### src/rtl/axi_sw_ctrlr_pkg.sv
// rtl/axi_sw_ctrlr_pkg.sv - register offsets, response code and FSM state types
package axi_sw_ctrlr_pkg;
   localparam logic [4:0] REG_CTRL     = 5'h00;
   localparam logic [4:0] REG_MASK     = 5'h04;
   localparam logic [4:0] REG_RISE_EN  = 5'h08;
   localparam logic [4:0] REG_FALL_EN  = 5'h0C;
   localparam logic [4:0] REG_EVENT    = 5'h10;
   localparam logic [4:0] REG_STATE    = 5'h14;
   localparam logic [4:0] REG_DEBOUNCE = 5'h18;

   localparam logic [1:0] RESP_OKAY = 2'b00;

   typedef enum logic [1:0] {WR_IDLE, WR_ACK, WR_RESP} wr_state_t;
   typedef enum logic [1:0] {RD_IDLE, RD_ACK, RD_DATA} rd_state_t;
endpackage

### src/rtl/axi_sw_ctrlr_nch_if.sv
// rtl/axi_sw_ctrlr_nch_if.sv - AXI4-Lite bundle between PS master and switch controller
interface axi_sw_ctrlr_nch_if;
   logic [4:0]  awaddr;
   logic [2:0]  awprot;
   logic        awvalid;
   logic        awready;
   logic [31:0] wdata;
   logic [3:0]  wstrb;
   logic        wvalid;
   logic        wready;
   logic [1:0]  bresp;
   logic        bvalid;
   logic        bready;
   logic [4:0]  araddr;
   logic [2:0]  arprot;
   logic        arvalid;
   logic        arready;
   logic [31:0] rdata;
   logic [1:0]  rresp;
   logic        rvalid;
   logic        rready;

   modport master (
      output awaddr, awprot, awvalid, wdata, wstrb, wvalid, bready,
      output araddr, arprot, arvalid, rready,
      input  awready, wready, bresp, bvalid, arready, rdata, rresp, rvalid
   );

   modport slave (
      input  awaddr, awprot, awvalid, wdata, wstrb, wvalid, bready,
      input  araddr, arprot, arvalid, rready,
      output awready, wready, bresp, bvalid, arready, rdata, rresp, rvalid
   );
endinterface

### src/rtl/sw_debounce_ch.sv
// rtl/sw_debounce_ch.sv - two-flop synchroniser plus counter debouncer for one switch
module sw_debounce_ch #(
   parameter int CNT_W = 20
) (
   input  logic             clk,
   input  logic             rst,
   input  logic             sw,
   input  logic [CNT_W-1:0] period,
   output logic             state
);
   logic [1:0]       sync;
   logic [CNT_W-1:0] cnt;

   // A counter left above a newly written period runs on and wraps before matching.
   always_ff @(posedge clk or posedge rst) begin
      if (rst) begin
         sync  <= '0;
         cnt   <= '0;
         state <= 1'b0;
      end else begin
         sync <= {sync[0], sw};
         if (sync[1] == state) begin
            cnt <= '0;
         end else if (cnt == period) begin
            state <= ~state;
            cnt   <= '0;
         end else begin
            cnt <= cnt + 1'b1;
         end
      end
   end
endmodule

### src/rtl/axi_sw_ctrlr_nch.sv
// rtl/axi_sw_ctrlr_nch.sv - AXI4-Lite switch controller: debounce, edge select, W1C events, IRQ
module axi_sw_ctrlr_nch
   import axi_sw_ctrlr_pkg::*;
#(
   parameter int          N_CH        = 4,
   parameter int          CNT_W       = 20,
   parameter int unsigned DEB_DEFAULT = 100000
) (
   input  logic                aclk,
   input  logic                areset,
   axi_sw_ctrlr_nch_if.slave   axi,
   output logic                IRQ,
   input  logic [N_CH-1:0]     SW
);
   wr_state_t wr_state, wr_next;
   rd_state_t rd_state, rd_next;
   logic wr_fire;

   logic             irq_en;
   logic [N_CH-1:0]  mask, rise_en, fall_en, pending;
   logic [N_CH-1:0]  deb_state, state_q, set_bits, clr_bits;
   logic [CNT_W-1:0] debounce;
   logic [4:0]       waddr, raddr;
   logic [31:0]      rd_word;
   logic             unused_bits;

   assign waddr       = {axi.awaddr[4:2], 2'b00};
   assign raddr       = {axi.araddr[4:2], 2'b00};
   assign axi.bresp   = RESP_OKAY;
   assign axi.rresp   = RESP_OKAY;
   assign unused_bits = ^{axi.awprot, axi.arprot, axi.wstrb, axi.awaddr[1:0],
                          axi.araddr[1:0], axi.wdata};

   for (genvar i = 0; i < N_CH; i++) begin : g_ch
      sw_debounce_ch #(.CNT_W(CNT_W)) u_deb (
         .clk    (aclk),
         .rst    (areset),
         .sw     (SW[i]),
         .period (debounce),
         .state  (deb_state[i])
      );
   end

   always_ff @(posedge aclk or posedge areset) begin
      if (areset) begin
         wr_state <= WR_IDLE;
         rd_state <= RD_IDLE;
      end else begin
         wr_state <= wr_next;
         rd_state <= rd_next;
      end
   end

   always_comb begin
      wr_next     = wr_state;
      axi.awready = 1'b0;
      axi.wready  = 1'b0;
      axi.bvalid  = 1'b0;
      wr_fire     = 1'b0;
      case (wr_state)
         WR_IDLE: if (axi.awvalid && axi.wvalid) wr_next = WR_ACK;
         WR_ACK: begin
            axi.awready = 1'b1;
            axi.wready  = 1'b1;
            wr_fire     = 1'b1;
            wr_next     = WR_RESP;
         end
         WR_RESP: begin
            axi.bvalid = 1'b1;
            if (axi.bready) wr_next = WR_IDLE;
         end
         default: wr_next = WR_IDLE;
      endcase
   end

   always_comb begin
      rd_next     = rd_state;
      axi.arready = 1'b0;
      axi.rvalid  = 1'b0;
      case (rd_state)
         RD_IDLE: if (axi.arvalid) rd_next = RD_ACK;
         RD_ACK: begin
            axi.arready = 1'b1;
            rd_next     = RD_DATA;
         end
         RD_DATA: begin
            axi.rvalid = 1'b1;
            if (axi.rready) rd_next = RD_IDLE;
         end
         default: rd_next = RD_IDLE;
      endcase
   end

   always_comb begin
      rd_word = '0;
      case (raddr)
         REG_CTRL:     rd_word[0]         = irq_en;
         REG_MASK:     rd_word[N_CH-1:0]  = mask;
         REG_RISE_EN:  rd_word[N_CH-1:0]  = rise_en;
         REG_FALL_EN:  rd_word[N_CH-1:0]  = fall_en;
         REG_EVENT:    rd_word[N_CH-1:0]  = pending;
         REG_STATE:    rd_word[N_CH-1:0]  = deb_state;
         REG_DEBOUNCE: rd_word[CNT_W-1:0] = debounce;
         default:      rd_word            = '0;
      endcase
   end

   always_ff @(posedge aclk or posedge areset) begin
      if (areset) axi.rdata <= '0;
      else if (rd_state == RD_ACK) axi.rdata <= rd_word;
   end

   assign set_bits = (deb_state & ~state_q & rise_en) | (~deb_state & state_q & fall_en);
   assign clr_bits = (wr_fire && waddr == REG_EVENT) ? axi.wdata[N_CH-1:0] : '0;

   // Set is OR'd in after the clear so a same-cycle edge is never lost.
   always_ff @(posedge aclk or posedge areset) begin
      if (areset) begin
         irq_en   <= 1'b0;
         mask     <= '0;
         rise_en  <= '1;
         fall_en  <= '0;
         debounce <= CNT_W'(DEB_DEFAULT);
         pending  <= '0;
         state_q  <= '0;
         IRQ      <= 1'b0;
      end else begin
         if (wr_fire) begin
            case (waddr)
               REG_CTRL:     irq_en   <= axi.wdata[0];
               REG_MASK:     mask     <= axi.wdata[N_CH-1:0];
               REG_RISE_EN:  rise_en  <= axi.wdata[N_CH-1:0];
               REG_FALL_EN:  fall_en  <= axi.wdata[N_CH-1:0];
               REG_DEBOUNCE: debounce <= axi.wdata[CNT_W-1:0];
               default: ;
            endcase
         end
         pending <= (pending & ~clr_bits) | set_bits;
         state_q <= deb_state;
         IRQ     <= irq_en & (|(pending & mask));
      end
   end
endmodule

### src/flat_wrapper.sv
// flat-port wrapper written by rule: the top's interface ports become plain ports
module axi_sw_ctrlr_nch_flat import axi_sw_ctrlr_pkg::*;
#(
   parameter int          N_CH        = 4,
   parameter int          CNT_W       = 20,
   parameter int unsigned DEB_DEFAULT = 100000
)
  (aclk, areset, IRQ, SW, axi_awaddr, axi_awprot, axi_awvalid, axi_wdata, axi_wstrb, axi_wvalid, axi_bready, axi_araddr, axi_arprot, axi_arvalid, axi_rready, axi_awready, axi_wready, axi_bresp, axi_bvalid, axi_arready, axi_rdata, axi_rresp, axi_rvalid);
  axi_sw_ctrlr_nch_if axi_i ();
  input  logic aclk;
  input  logic areset;
  output logic IRQ;
  input  logic [N_CH-1:0] SW;
  input wire logic [$bits(axi_i.awaddr)-1:0] axi_awaddr;
  input wire logic [$bits(axi_i.awprot)-1:0] axi_awprot;
  input wire logic [$bits(axi_i.awvalid)-1:0] axi_awvalid;
  input wire logic [$bits(axi_i.wdata)-1:0] axi_wdata;
  input wire logic [$bits(axi_i.wstrb)-1:0] axi_wstrb;
  input wire logic [$bits(axi_i.wvalid)-1:0] axi_wvalid;
  input wire logic [$bits(axi_i.bready)-1:0] axi_bready;
  input wire logic [$bits(axi_i.araddr)-1:0] axi_araddr;
  input wire logic [$bits(axi_i.arprot)-1:0] axi_arprot;
  input wire logic [$bits(axi_i.arvalid)-1:0] axi_arvalid;
  input wire logic [$bits(axi_i.rready)-1:0] axi_rready;
  output wire logic [$bits(axi_i.awready)-1:0] axi_awready;
  output wire logic [$bits(axi_i.wready)-1:0] axi_wready;
  output wire logic [$bits(axi_i.bresp)-1:0] axi_bresp;
  output wire logic [$bits(axi_i.bvalid)-1:0] axi_bvalid;
  output wire logic [$bits(axi_i.arready)-1:0] axi_arready;
  output wire logic [$bits(axi_i.rdata)-1:0] axi_rdata;
  output wire logic [$bits(axi_i.rresp)-1:0] axi_rresp;
  output wire logic [$bits(axi_i.rvalid)-1:0] axi_rvalid;
  assign axi_i.awaddr = axi_awaddr;
  assign axi_i.awprot = axi_awprot;
  assign axi_i.awvalid = axi_awvalid;
  assign axi_i.wdata = axi_wdata;
  assign axi_i.wstrb = axi_wstrb;
  assign axi_i.wvalid = axi_wvalid;
  assign axi_i.bready = axi_bready;
  assign axi_i.araddr = axi_araddr;
  assign axi_i.arprot = axi_arprot;
  assign axi_i.arvalid = axi_arvalid;
  assign axi_i.rready = axi_rready;
  assign axi_awready = axi_i.awready;
  assign axi_wready = axi_i.wready;
  assign axi_bresp = axi_i.bresp;
  assign axi_bvalid = axi_i.bvalid;
  assign axi_arready = axi_i.arready;
  assign axi_rdata = axi_i.rdata;
  assign axi_rresp = axi_i.rresp;
  assign axi_rvalid = axi_i.rvalid;
  axi_sw_ctrlr_nch #(.N_CH(N_CH), .CNT_W(CNT_W), .DEB_DEFAULT(DEB_DEFAULT)) u_core (.aclk(aclk), .areset(areset), .axi(axi_i), .IRQ(IRQ), .SW(SW));
endmodule
### config.mk
export PLATFORM = sky130hd
export DESIGN_NAME = axi_sw_ctrlr_nch_flat
export DESIGN_NICKNAME = d
export VERILOG_FILES = /design/src/rtl/axi_sw_ctrlr_pkg.sv /design/src/rtl/axi_sw_ctrlr_nch_if.sv /design/src/rtl/sw_debounce_ch.sv /design/src/rtl/axi_sw_ctrlr_nch.sv /design/src/flat_wrapper.sv
export SDC_FILE = /design/constraint.sdc
export NUM_CORES = 1
export LEC_CHECK = 0
export CORE_UTILIZATION = 45
export DETAILED_ROUTE_END_ITERATION = 7
export PLACE_DENSITY = 0.67
export SLEW_MARGIN = 20
export SYNTH_ARGS = -nofsm -noshare
export SYNTH_HDL_FRONTEND = slang
export SYNTH_HIERARCHICAL = 1
export SYNTH_SLANG_ARGS = --single-unit
### constraint.sdc
create_clock -name aclk -period 3.8 [get_ports aclk]
set_input_delay 0.76 -clock aclk [delete_from_list [all_inputs] [get_ports aclk]]
set_output_delay 0.76 -clock aclk [all_outputs]
set_load 0.1 [all_outputs]
==> results.toml <==
[run_status]
status = "finished, final reports clean"

[timing]
min_period_ps = 3020
finalSetupViolCount = 0
period_share_pct = 79.5
fmax_mhz = 331
tns_ps = 0
slew_headroom_pct = 34.4
final-hold-violation-count = 0
rsz0062_at_grt = "no"
worst_pin_slew_ps = 981
clock-skew-final_ps = 9.44
maxSlewViolCount = 0

[power]
power_density_nw_per_um2 = 618
p_leak_nw = 4.00
vdd.ir_drop.worst_mv = 0.616

[yosys]
yosys.area.top_type = "dfrtp_1"
synthFlopType = "dfrtp_1"
synth_edf_count = 0
yosysWarnings = 6
ys_seq_area_share_pct = 48.9
netlist_instances = 745
synth_most_common_cell = "dfrtp_1"
synth-seq-cells = 158
synth_top_area_share_pct = 45.7
syn_area_per_cell_sq_um = 10.9
yosysUniqueCellTypes = 44
synthArstFlopShare_pct = 100
yosys-top-cells-count = "148 x dfrtp_1, 108 x nor2_1, 80 x xor2_1"
synth_area_leaders = "dfrtp_1 46%, xor2_1 8.6%, xnor2_1 8.2%, nor2_1 5.0%, mux2_2 4.9%"
syn-cell-area_sq_um = 8110

[cts]
cts_resized = 0
cts_tree = "done"
insertion_delay_ps = 420
post_cts_buffers = 0
clkSinkCount = 158
cts_max_level = 4
hold_buffers = 0
root_buffer = "clkbuf_16"
clkTransAtPathRegs_ps = 60
cts_inserted_buffers = 17
clockBufferDepth = 2

[layout]
final_area_sq_um = 9350
n_fill_cell = 1500
n_antenna_cell = 0
drive_gt1_share_pct = 12.0
utilization_pct = 53.5
syn_to_final_growth_pct = 15.3
final_net_count = 871

[place]
routabilityCongestion = 0.887
dp_hpwl_mm = 13.2
port_buffers = 62
placed_area_sq_um = 8790

[global_routing]
grt_max_degree = 25
grt_pass1_wl_mm = 30.1
track_usage_pct = 21.9
grt_overflow = 0
grt_pass1_vias = 5623
antenna_found_initial = 0

[routing]
ant_nets = 0
wire_per_inst_microns = 18.0
drc_errors = 0
drt_iter0_drc = 470
via_count = 5633
avgViaCountPerCell = 5.41
routed_wl_mm = 18.8
drtPass1Iterations = 6

[die]
ios = 105
die-area_sq_um = 18600
die_x_microns = 136
start_util_pct = 46.4
core_region_area_sq_um = 17500
dieHeight_microns = 136
placementRows = 48

[critical_path]
arrival_ps = 2260
cp.required_ps = 3040
startpoint_type = "register"
crit_fanout = 5
cp-end-kind = "output port"
path_class = "reg2out"

[job]
cap_violations = 0

[hold_path]
hold_class = "reg2reg"
stage by stage:
step / cells / hold WS, ps / setup slack (ps) / power, W
finish: 1042 / 352 / 777 / 0.00578
global route: 1042 / 356 / 703 / 0.00603
CTS: 1042 / 353 / 764 / 0.00580
detailed placement: 1010 / 339 / 1070 / 0.00419
global placement: 1010 / 338 / 1090 / 0.00414
floorplan: 760 / 331 / 729 / 0.00380
cell type report:
class                           instances  area [sq um]  area share, %
Sequential cell                       158          3970           42.4
Inverter                               12          45.0          0.482
Timing Repair Buffer                   66           648           6.93
Clock buffer                           22           474           5.07
Tap cell                              225           282           3.01
Multi-Input combinational cell        549          3850           41.1
Clock inverter                         10          88.8          0.950
path summary, 6_finish.rpt:
kind	from	endpoint	slack, ps	cells past startpoint
min in group asynchronous	areset	u_core/debounce[8]	950	2
hold / removal	u_core/g_ch[3].u_deb/sync[0]	u_core/g_ch[3].u_deb/sync[1]	350	0
setup / recovery	u_core/wr_state[0]	axi_awready	780	2
setup reg to reg	u_core/debounce[4]	u_core/g_ch[2].u_deb/cnt[9]	1400	5
max in group asynchronous	areset	u_core/rise_en[1]	2110	3
hold reg to reg	u_core/g_ch[3].u_deb/sync[0]	u_core/g_ch[3].u_deb/sync[1]	350	0
where the power goes:
part	internal [W]	switching, W
Sequential	0.00198	0.000494
Combinational	0.000598	0.00110
Clock	0.000948	0.000657
Total	0.00353	0.00225
sequential cells by signal, summed over array words and instances (netlist names), 4 cells and up:
name and count:
u_core/g_ch.u_deb/sync 8, u_core/axi.rdata 20, u_core/g_ch.u_deb/cnt 80, u_core/pending 4
u_core/mask 4, u_core/g_ch.u_deb/state 4, u_core/rise_en 4, u_core/debounce 20
u_core/fall_en 4, u_core/state_q 4
cells in the final DEF (no fill, tap or decap), types with 3 or more instances in the layout:
cell / count
a21o_1: 5
a22o_1: 17
a22oi_1: 3
and3_1: 13
and4_1: 12
buf_4: 5
clkbuf_16: 17
clkbuf_8: 3
clkdlybuf4s50_1: 61
clkinv_2: 4
clkinvlp_4: 4
conb_1: 16
dfrtp_1: 148
dfstp_2: 10
ha_1: 4
inv_1: 11
mux2_1: 5
mux2_2: 35
mux2i_1: 3
nand2_1: 34
nand2b_1: 6
nand3_1: 34
nand3_2: 4
nand3b_1: 7
nand4_1: 20
nor2_1: 108
nor2b_1: 5
nor3_1: 24
nor4_1: 8
nor4_2: 4
o21ai_0: 5
o31ai_4: 4
xnor2_1: 76
xor2_1: 80
logic make-up after synthesis:
| kind of cell | after synthesis | share of synthesized area (%) |
|---|---|---|
| buffers and inverters | 53 | 4.43 |
| XOR/XNOR | 156 | 16.8 |
| other | 1 | 0.0462 |
| AO/OA/AOI/OAI | 44 | 5.09 |
| multiplexers | 44 | 6.20 |
| adder cells (fa/ha/maj) | 4 | 0.617 |
| AND/OR/NAND/NOR | 285 | 17.9 |
| flip-flops | 158 | 48.9 |
per-layer routing:
layer	vias up	routed length (microns)	share of wire (%)	track usage [%]
met2	165	8960	48	34.9
met4	0	170	0.90	5.37
met5	-	0	0	0
met3	9	947	5.0	5.00
li1	2634	-	-	-
met1	2825	8720	46	29.9
critical path, cell delays in order (launching register included):
cell             delay [ps]
dfrtp_1                 410
nor2b_1                 250
clkdlybuf4s50_1        1170
Note: power is estimated with default switching activity, not from simulation.
